<file path="src/rtl/press_classifier.sv">
// press_classifier
//
// Turns a debounced push-button level into user-interface events:
//   - short_tick  : one-cycle pulse when a single short press has completed
//                   (released, and no second press arrived within the gap)
//   - long_tick   : one-cycle pulse when a press has been held LONG_CYCLES
//   - double_tick : one-cycle pulse when a second press starts within the
//                   release-gap window of a short first press
//   - hold_level  : high for as long as a long press keeps being held
//
// Ports:
//   clk         in   system clock, rising edge
//   reset_n     in   asynchronous, active-low reset
//   btn_level   in   debounced button level, synchronous to clk, 1 = pressed
//   short_tick  out  registered one-cycle pulse
//   long_tick   out  registered one-cycle pulse
//   double_tick out  registered one-cycle pulse
//   hold_level  out  registered level, 1 while in the HOLD state
//   state_dbg   out  current FSM state encoding, for observation only
//
// Handshake: there is no valid/ready pairing on this block. btn_level is
// sampled on every rising clk edge; every output is a plain registered
// signal that is valid in every cycle outside reset.
//
// Parameters: LONG_CYCLES >= 2, DBL_CYCLES >= 2, both < 2**CNT_W.

module press_classifier #(
  parameter int LONG_CYCLES = 50_000_000,
  parameter int DBL_CYCLES  = 12_500_000,
  parameter int CNT_W       = 26
) (
  input  logic       clk,
  input  logic       reset_n,
  input  logic       btn_level,
  output logic       short_tick,
  output logic       long_tick,
  output logic       double_tick,
  output logic       hold_level,
  output logic [2:0] state_dbg
);

  typedef enum logic [2:0] {
    ARM    = 3'd0,  // waiting for the button to be released after reset
    IDLE   = 3'd1,  // released, waiting for a first press
    PRESS1 = 3'd2,  // first press in progress, timing towards long press
    HOLD   = 3'd3,  // long press being held
    GAP    = 3'd4,  // released after a short press, timing the gap
    PRESS2 = 3'd5   // second press of a double click, waiting for release
  } state_t;

  // Last count value of each timed window; the window ends when cnt
  // reaches it, so the counter never has to represent the full length.
  localparam logic [CNT_W-1:0] LONG_LAST = CNT_W'(LONG_CYCLES - 1);
  localparam logic [CNT_W-1:0] DBL_LAST  = CNT_W'(DBL_CYCLES - 1);

  state_t           state;
  state_t           state_next;
  logic [CNT_W-1:0] cnt;
  logic [CNT_W-1:0] cnt_next;
  logic             short_next;
  logic             long_next;
  logic             double_next;

  // State, counter and output registers.
  always_ff @(posedge clk or negedge reset_n) begin
    if (!reset_n) begin
      state       <= ARM;
      cnt         <= '0;
      short_tick  <= 1'b0;
      long_tick   <= 1'b0;
      double_tick <= 1'b0;
      hold_level  <= 1'b0;
    end else begin
      state       <= state_next;
      cnt         <= cnt_next;
      short_tick  <= short_next;
      long_tick   <= long_next;
      double_tick <= double_next;
      hold_level  <= (state_next == HOLD);
    end
  end

  // Next-state, counter and tick decode.
  always_comb begin
    state_next  = state;
    cnt_next    = cnt;
    short_next  = 1'b0;
    long_next   = 1'b0;
    double_next = 1'b0;

    case (state)
      ARM: begin
        // A button held through reset must be released before anything
        // can be classified.
        if (!btn_level) state_next = IDLE;
      end

      IDLE: begin
        if (btn_level) state_next = PRESS1;
      end

      PRESS1: begin
        // Release wins over reaching the long-press count in the same cycle.
        if (!btn_level) begin
          state_next = GAP;
        end else if (cnt == LONG_LAST) begin
          state_next = HOLD;
          long_next  = 1'b1;
        end else begin
          cnt_next = cnt + 1'b1;
        end
      end

      HOLD: begin
        if (!btn_level) state_next = IDLE;
      end

      GAP: begin
        // A re-press in the last gap cycle is still a double click.
        if (btn_level) begin
          state_next  = PRESS2;
          double_next = 1'b1;
        end else if (cnt == DBL_LAST) begin
          state_next = IDLE;
          short_next = 1'b1;
        end else begin
          cnt_next = cnt + 1'b1;
        end
      end

      PRESS2: begin
        // The second press of a double click is never promoted to long.
        if (!btn_level) state_next = IDLE;
      end

      default: begin
        state_next = ARM;
      end
    endcase

    // Every window starts counting from zero.
    if (state_next != state) cnt_next = '0;
  end

  assign state_dbg = state;

endmodule

</file>
<file path="config.mk">
export PLATFORM = sky130hd
export DESIGN_NAME = press_classifier
export DESIGN_NICKNAME = d
export VERILOG_FILES = /design/src/rtl/press_classifier.sv
export SDC_FILE = /design/constraint.sdc
export NUM_CORES = 1
export LEC_CHECK = 0
export BUFFER_PORTS_ARGS = -buffer_cell sky130_fd_sc_hd__buf_2
export CORE_ASPECT_RATIO = 1.2
export CORE_MARGIN = 3
export CORE_UTILIZATION = 61
export CTS_CLUSTER_SIZE = 20
export DETAILED_ROUTE_END_ITERATION = 16
export PLACE_DENSITY_LB_ADDON = 0.12
export SETUP_SLACK_MARGIN = 0.4
export SLEW_MARGIN = 20
export SYNTH_ARGS = -nofsm -noshare
export SYNTH_HDL_FRONTEND = slang
export SYNTH_SLANG_ARGS = --single-unit
</file>
<file path="constraint.sdc">
create_clock -name clk -period 2.88 [get_ports clk]
set_clock_uncertainty 0.1 [all_clocks]
set_input_delay 0.576 -clock clk [delete_from_list [all_inputs] [get_ports clk]]
set_output_delay 0.576 -clock clk [all_outputs]
set_load 0.03 [all_outputs]
</file>
==> impl_metrics.ini <==
[die]
die_h_um = 70.50
dieArea_mm2 = 0.004212
ios = 10
core.rowCount = 22
die_w_um = 59.75
initial_utilization = 0.6622
core-area_mm2 = 0.003193

[sta]
fin_tns_setup_ns = 0
finalCritPeriodShare = 0.7959
fmax_mhz = 436.3
setup_ws_ns = 0.5879
finalHoldViolations = 0
worstMarginPinSlew_ns = 0.7471
finalCriticalPeriod_ns = 2.292
drv_slew = 0
maxSlewHeadroom = 0.5014
rsz0062_at_grt = false
setup_viol_count_final = 0

[clock_network]
cts_sinks = 33
clk_pin_slew_ns = 0.10
cts.path.max_buffers = 2
cts_hold_buf = 0
worstSkewPairLatency_ns = 0.33
cts-root-buf = clkbuf_4
cts_tree = yes
h-tree-depth = 2
numCtsBuffers = 5

[global_routing]
grt_pass1_wl_um = 7610
grt_use_met2 = 0.3738
met1_usage = 0.2892
grtUsageTotal = 0.2334
grt_pass1_vias = 1690
gr-total-overflow = 0
antenna_found_initial = 0
grt_max_degree = 34
use_met3 = 0.06285
grt-busiest-layer = met2

[detailed_routing]
dr.pass1.iters = 4
vias_per_cell = 6.549
wl_per_cell_um = 16.59
wirelength_um = 4379
antenna_left = 0
drc_errors = 0
num_vias = 1729
drt-initial-drc-count = 101

[synth]
synthArstFlopShare = 1.000
ys_seq_area_frac = 0.3905
yosys_most_used_dff = dfrtp_1
ys_ff_latch = 33
avgSynthCellArea_um2 = 9.655
netlist_area_mm2 = 0.002115
syn_nets = 223
synth_cell_types = 56
synth_edf_count = 0
ys_warn_count = 0
synth_cells = 219

[placement]
dp_worst_setup_slack_ns = 0.3646
numPlacedInstances = 256
dp_hpwl_um = 3079
gp_congestion = 0.8643
port_buffers = 9

[layout]
fin_cells = 264
final_common_cell = dfrtp_1
layout_common_cells = dfrtp_1, nand2_1, nor2_2
drive_gt1_frac = 0.2632
fin_nets = 231
antenna-diode-count = 0
nFillCells = 259
area_growth_pct = 5.148

[worst_setup_path]
cp-endpoint = cnt[6]$_DFFE_PN0P_
cp_data_arrival_time_ns = 2.46
worstSetupPathType = reg2reg
reg2reg_from = cnt[0]$_DFFE_PN0P_
rrSetupSlack_ns = 0.59
end_kind = flop
r2r_end = cnt[6]$_DFFE_PN0P_
startpoint = cnt[0]$_DFFE_PN0P_
reg2regPathDepth = 6
cp_data_required_time_ns = 3.04
cp_max_fo = 20
cp-start-kind = flop

[power]
p_leak_nw = 0.8484
finalPower_mw = 1.345
p_per_area_mw_per_mm2 = 604.9
peakVddDrop_v = 0.0006540

[flow_run]
max_cap_viol_count = 0

[status]
outcome = completed

[worst_hold_path]
hp-class = in2async
==> sequential cells by signal, summed over array words and instances (netlist names) <==
| register | count |
|---|---|
| cnt | 26 |
| double_tick | 1 |
| hold_level | 1 |
| long_tick | 1 |
| short_tick | 1 |
| state_dbg | 3 |
==> logic make-up after synthesis <==
family                   after synthesis  synth area share
AO/OA/AOI/OAI                         38            0.1284
XOR/XNOR                              14           0.05799
adder cells (fa/ha/maj)                1          0.005916
buffers and inverters                 20           0.06568
flip-flops                            33            0.3905
AND/OR/NAND/NOR                      113            0.3515
==> timing repair <==
| item | in CTS | in global routing |
|---|---|---|
| setup buffers | 0 | 0 |
| endpoints found under the setup margin | 0 | 21 |
| resized for setup | 0 | 3 |
==> worst max-delay path, cell delays in order, from the launching register on <==
cell and delay [ns]:
dfrtp_1 0.44, ha_1 0.25, and4_1 0.25, and4_1 0.24
o21a_2 0.26, or4_1 0.52, a21oi_2 0.15
==> where the power goes <==
group	internal [mW]	total [mW]	switching [mW]	leakage, nW
combinational	0.165	0.529	0.364	0.350
clock	0.141	0.295	0.153	0.0413
sequential	0.490	0.522	0.0315	0.457
==> worst min-delay path by stage <==
stage / startpoint / end / cells after the start
finish: reset_n / hold_level$_DFF_PN0_ / 1
floorplan: reset_n / cnt[0]$_DFFE_PN0P_ / 0
global placement: cnt[24]$_DFFE_PN0P_ / cnt[24]$_DFFE_PN0P_ / 2
global route: reset_n / hold_level$_DFF_PN0_ / 1
detailed placement: cnt[23]$_DFFE_PN0P_ / cnt[23]$_DFFE_PN0P_ / 2
CTS: reset_n / cnt[4]$_DFFE_PN0P_ / 1
==> cell type report <==
cell class	count	area [um2]	area share
multi-input cells	166	1162	0.5228
flip-flops and latches	33	825.8	0.3714
repair buffers	16	101.3	0.04558
clock buffers	7	65.06	0.02926
well taps	36	45.04	0.02026
inverters	5	18.77	0.008441
clock inverters	1	5.005	0.002251
==> synth_stat cells (2+ instances only) <==
master / number / area (um2)
buf_2: 2 / 10.01
buf_4: 4 / 30.03
nor2_1: 8 / 30.03
o31ai_1: 5 / 37.54
nor2_2: 14 / 87.58
buf_6: 4 / 45.04
or3_1: 3 / 18.77
nand4b_1: 2 / 17.52
nand2_1: 15 / 56.30
nand3b_1: 2 / 15.01
xnor2_1: 9 / 78.83
a21oi_1: 9 / 45.04
and4_1: 5 / 43.79
or2b_2: 2 / 17.52
dfrtp_1: 33 / 825.8
xor2_1: 5 / 43.79
clkbuf_1: 2 / 7.510
nand3_1: 9 / 45.04
nand4_1: 8 / 50.05
o21ai_0: 6 / 30.03
and3_1: 3 / 18.77
nor3_1: 11 / 55.05
inv_1: 5 / 18.77
o21ai_1: 2 / 10.01
or4bb_1: 2 / 22.52
nor4bb_1: 2 / 20.02
nor4_1: 5 / 31.28
nor4b_1: 2 / 17.52
or4_1: 5 / 37.54
a21oi_2: 7 / 61.31
and3_2: 2 / 15.01
nor3b_1: 2 / 15.01
==> metal layers <==
layer	routed length, um	share of wire
met1	1891	0.43
met2	2211	0.50
met3	195	0.045
met4	80	0.018
met5	0	0
==> through the flow <==
stage	hold WS (ns)	utilization	area (um2)
after floorplan	0.1804	-	2115
after global placement	0.4591	0.6693	2137
after detailed placement	0.4706	0.6693	2137
after CTS	0.2001	0.6912	2207
after global routing	0.2099	0.6963	2223
final	0.1820	0.6963	2223
No activity file was read; power rests on OpenSTA's default activity.
